==> src/rtl/riscv_unified_mem_arbiter.sv <==
// rtl/riscv_unified_mem_arbiter.sv - fetch/data arbiter in front of one single-port synchronous-read word RAM
module riscv_unified_mem_arbiter #(
    parameter int          MEM_WORDS    = 2048,
    parameter logic [31:0] BASE_ADDR    = 32'h0000_0000,
    parameter int          STARVE_LIMIT = 4,
    localparam int         ADDR_W       = $clog2(MEM_WORDS)
) (
    input  logic              clk,
    input  logic              rst,
    input  logic              i_req,
    input  logic [31:0]       i_addr,
    output logic              i_gnt,
    output logic              i_valid,
    output logic [31:0]       i_rdata,
    input  logic              d_read,
    input  logic              d_write,
    input  logic [31:0]       d_addr,
    input  logic [31:0]       d_wdata,
    output logic              d_gnt,
    output logic              d_valid,
    output logic [31:0]       d_rdata,
    output logic              stall,
    output logic              mem_en,
    output logic              mem_we,
    output logic [ADDR_W-1:0] mem_addr,
    output logic [31:0]       mem_wdata,
    input  logic [31:0]       mem_rdata,
    output logic              err,
    output logic              err_sticky
);
    localparam int          CNT_W = $clog2(STARVE_LIMIT + 1);
    localparam logic [32:0] SPAN  = 33'(MEM_WORDS) << 2;

    typedef enum logic [2:0] {
        RSP_NONE,
        RSP_I,
        RSP_D,
        RSP_BAD_I,
        RSP_BAD_D
    } rsp_t;

    rsp_t             state, state_nxt;
    logic [CNT_W-1:0] starve_cnt, starve_nxt;
    logic             want_d;
    logic [31:0]      acc_addr;
    logic [32:0]      offset;
    logic             acc_ok;

    always_ff @(posedge clk or posedge rst) begin
        if (rst) begin
            state      <= RSP_NONE;
            starve_cnt <= '0;
            err_sticky <= 1'b0;
        end else begin
            state      <= state_nxt;
            starve_cnt <= starve_nxt;
            if (err) begin
                err_sticky <= 1'b1;
            end
        end
    end

    // Grants are gated by rst so every output reads 0 while reset is held.
    always_comb begin
        want_d = d_read | d_write;
        i_gnt  = 1'b0;
        d_gnt  = 1'b0;
        if (!rst) begin
            if (i_req && (starve_cnt == CNT_W'(STARVE_LIMIT))) begin
                i_gnt = 1'b1;
            end else if (want_d) begin
                d_gnt = 1'b1;
            end else if (i_req) begin
                i_gnt = 1'b1;
            end
        end

        acc_addr = d_gnt ? d_addr : i_addr;
        // A borrow out of the 33-bit subtraction means the address is below BASE_ADDR.
        offset   = {1'b0, acc_addr} - {1'b0, BASE_ADDR};
        acc_ok   = !offset[32] && (offset < SPAN) && (acc_addr[1:0] == 2'b00);

        mem_en    = (i_gnt | d_gnt) & acc_ok;
        mem_we    = mem_en & d_gnt & d_write;
        mem_addr  = mem_en ? offset[ADDR_W+1:2] : '0;
        mem_wdata = mem_we ? d_wdata : '0;

        err   = ((i_gnt | d_gnt) & ~acc_ok) | (d_gnt & d_read & d_write);
        stall = ~rst & ((i_req & ~i_gnt) | (want_d & ~d_gnt));

        state_nxt = RSP_NONE;
        if (i_gnt) begin
            state_nxt = acc_ok ? RSP_I : RSP_BAD_I;
        end else if (d_gnt && !d_write) begin
            state_nxt = acc_ok ? RSP_D : RSP_BAD_D;
        end

        starve_nxt = '0;
        if (i_req && !i_gnt) begin
            starve_nxt = (starve_cnt == CNT_W'(STARVE_LIMIT)) ? starve_cnt : starve_cnt + 1'b1;
        end
    end

    // Bad-address reads still answer, but with a zero word.
    always_comb begin
        i_valid = (state == RSP_I) || (state == RSP_BAD_I);
        d_valid = (state == RSP_D) || (state == RSP_BAD_D);
        i_rdata = (state == RSP_I) ? mem_rdata : 32'h0;
        d_rdata = (state == RSP_D) ? mem_rdata : 32'h0;
    end
endmodule

==> config.mk <==
export PLATFORM = sky130hd
export DESIGN_NAME = riscv_unified_mem_arbiter
export DESIGN_NICKNAME = d
export VERILOG_FILES = /design/src/rtl/riscv_unified_mem_arbiter.sv
export SDC_FILE = /design/constraint.sdc
export NUM_CORES = 1
export LEC_CHECK = 0
export BUFFER_PORTS_ARGS = -buffer_cell sky130_fd_sc_hd__buf_2
export CAP_MARGIN = 20
export CORE_AREA = 2 2 96 98
export CTS_BUF_LIST = sky130_fd_sc_hd__clkbuf_16
export DETAILED_ROUTE_END_ITERATION = 7
export DIE_AREA = 0 0 98 100
export PLACE_DENSITY_LB_ADDON = 0.25
export SKIP_CTS_REPAIR_TIMING = 1
export SLEW_MARGIN = 20
export SYNTH_ARGS = -nofsm -noshare
export SYNTH_HDL_FRONTEND = slang
export SYNTH_SLANG_ARGS = --single-unit
==> constraint.sdc <==
create_clock -name clk -period 2.2 [get_ports clk]
set_clock_uncertainty 0.2 [all_clocks]
set_input_delay 0.44 -clock clk [delete_from_list [all_inputs] [get_ports clk]]
set_output_delay 0.44 -clock clk [all_outputs]
set_load 0.05 [all_outputs]
==> key figures <==
Layout
  – Share of layout cells above drive strength 1: 0.748
  – Area grow syn2layout: 168%
  – Fin nets: 655
  – ANT cells: 0

Setup path
  – Type of the worst setup path: in2out
  – Worst Path Buf+Inv: 3
  – Worst Reg2Reg Path Length in Cells: 9
  – Delay-heaviest family, CP: simple AND/OR/NAND/NOR gates
  – CP startpoint: d_addr[25]
  – CP Depth: 7
  – CP required: 1.56 ns
  – Crit start category: primary input
  – R2R Path Start: starve_cnt[0]
  – Critical path arrival: 2.01 ns
  – Reg2reg end: err_sticky
  – Reg-to-reg slack, setup: 0.45 ns
  – Crit-path cells: buf_2, nor4_4, nand4_1, or3_4, buf_12, o22ai_4, buf_4
  – Worst-path fanout max: 28
  – CP max stage cell: or3_4
  – Largest stage delay on the critical path: 0.46 ns
  – Worst Setup End Kind: primary output

GRT
  – GR Util met3: 0.0272
  – GRT met1 Usage: 0.144
  – GR peak layer: met2
  – Total grt overflow: 0
  – Largest net degree at the start of global routing: 33
  – Initial antenna violation count: 0
  – Vias in the first global route: 2443
  – GR Util All Layers: 0.140
  – Global-route wire length before repair: 11400 um
  – GR Util met2: 0.283

Floorplan
  – Die X: 98 um
  – Initial Util: 0.190
  – Area of the core: 8890 um^2
  – Total Die Area: 9800 um^2
  – Die Ht: 100 um
  – # rows: 35
  – Total I/O pin count: 249

Synth
  – Post-synth ARST share: 1.00
  – Syn_nets: 383
  – Mean area per synthesized cell: 6.83 um^2
  – Seq/Total Area, Yosys: 0.103
  – Synth cell types: 34
  – Mapped Area: 1690 um^2
  – Synth Instances: 248
  – Yosys reg bits: 7
  – Post-synth EDFFs: 0
  – YS warnings: 0
  – Synth Flop Type: dfrtp_1

Worst hold path
  – HP Class: in2async

Placement
  – DPL Wire Length: 6780 um
  – Buffers on Ports: 248
  – Final GP Congestion: 0.762
  – Pre-CTS setup slack: -0.537 ns

STA
  – Final Worst Setup Slack: -0.448 ns
  – Worst Max-Slew Pin Slew: 0.335 ns
  – Setup violators final: 46
  – Final period util: 1.20
  – F_max: 378 MHz
  – RSZ-0062 raised after global routing: true
  – Pins Over Slew Limit: 0
  – Min cycle time layout: 2.65 ns
  – Final Hold Vio Count: 0
  – Hold slack final: 0.0317 ns
  – Slew HR: 0.777

Clock network
  – Clk slew on worst S/H paths: 0.04 ns
  – CTS Buf Count: 3
  – CTS H-tree lvls: 1
  – Clock Latency Late Sink: 0.23 ns
  – CTS sink count: 7
  – CTS root buf: clkbuf_16
  – CTS tree: yes
  – Deepest clock path buffer count: 2

Status
  – Failing checks: negative setup slack
  – Status: finished with violations

Flow run
  – MaxCap Viol Count: 0

Power and ir drop
  – Leakage: 0.00238 uW
  – Internal: 621 uW
  – Power Dens Cells: 227 nW/um^2
  – Worst VDD drop: 0.155 mV
  – Sequential Power Share: 0.142
  – Final Power: 1030 uW
  – Sw frac: 0.395
  – Clock network power share: 0.299
  – Combinational Power Share: 0.558
  – Switching power: 406 uW

Route
  – DRT iter0 DRCs: 45
  – DRC Markers: 0
  – Vias per cell: 4.31
  – Vias post-DR: 2717
  – Antenna Violating Nets Remaining: 0
  – Final WL: 8280 um
  – WL per Instance: 13.1 um
  – TritonRoute pass-1 iters: 4
==> worst register-to-register path, delay by kind of cell (launching register included) <==
family                     cells  cell delay [ns]
DFF                            1             0.37
buffers and inverters          4             0.37
and+or+nand+nor                2             0.29
adders and majority gates      1             0.20
AOI/OAI and AO/OA              2             0.18
==> cells in the mapped netlist (3+ instances only) <==
cell,count,area share
and2_1,64,0.24
inv_1,39,0.086
nand2_1,28,0.062
nor3_2,28,0.17
nor4_1,10,0.037
o22ai_2,9,0.067
nor3_1,8,0.024
clkbuf_1,7,0.016
dfrtp_1,7,0.10
nor2_1,6,0.013
buf_6,5,0.033
nor2b_1,3,0.011
==> final cells by class <==
class	instances	area, um^2
multi-input cells	185	1830
well taps	111	139
clock inverters	1	3.75
fillers	840	4350
repair buffers	284	2160
flip-flops and latches	7	176
clock buffers	3	75.1
inverters	39	146
==> worst max path at each step <==
stage	to	slack, ns
floorplan	mem_wdata[23]	-0.39
global placement	mem_en	-0.53
detailed placement	mem_wdata[19]	-0.54
CTS	mem_wdata[19]	-0.55
finish	mem_addr[9]	-0.45
global route	mem_addr[9]	-0.54
==> cells by family after synthesis <==
kind of cell               after synthesis  share of synthesized area
and+or+nand+nor                        159                      0.593
buffers and inverters                   56                      0.150
AOI/OAI and AO/OA                       21                      0.122
DFF                                      7                      0.103
xor gates and xnor gates                 2                     0.0103
adders and majority gates                2                     0.0148
muxes                                    1                    0.00591
==> power groups by stage <==
stage               sequential (uW)  clock [uW]  combinational (uW)
global route                    147         321                 617
detailed placement              146           0                 522
floorplan                       147           0                 279
CTS                             145         310                 524
finish                          146         308                 574
global placement                146           0                 514
==> layout by cell type (no fill, tap or decap), drive strengths merged <==
cell     instances
o21ai            3
nand2b           1
o2bb2ai          2
o32ai            1
or3              2
dfrtp            7
o31ai            1
nor3            36
a21oi            1
clkbuf          17
buf            270
inv             40
o21a             1
or2              2
o22ai            9
nor2b            3
nand2           28
xnor2            2
a21o             1
a31oi            2
mux2i            1
nor3b            2
nor2             7
nand4            2
nand3            2
nor4            10
and2            64
ha               2
==> layer usage <==
metal / part of all wire / vias to the layer above
met5: 0 / -
met4: 0.0092 / 0
met3: 0.082 / 7
met2: 0.58 / 139
met1: 0.33 / 1225
li1: - / 1346
==> sequential cells by signal, summed over array words and instances (netlist names) <==
register and count:
starve_cnt 3, state 3, err_sticky 1
==> through the flow <==
stage	instances	setup TNS, ns	util	area, um^2
3_5_place_dp	623	-22.30	0.428	3800
5_1_grt	630	-22.06	0.510	4540
6_report	630	-17.55	0.510	4540
4_1_cts	627	-24.95	0.437	3880
3_3_place_gp	623	-21.71	0.428	3800
2_1_floorplan	248	-15.61	-	2210
(Power assumes the default switching activity.)
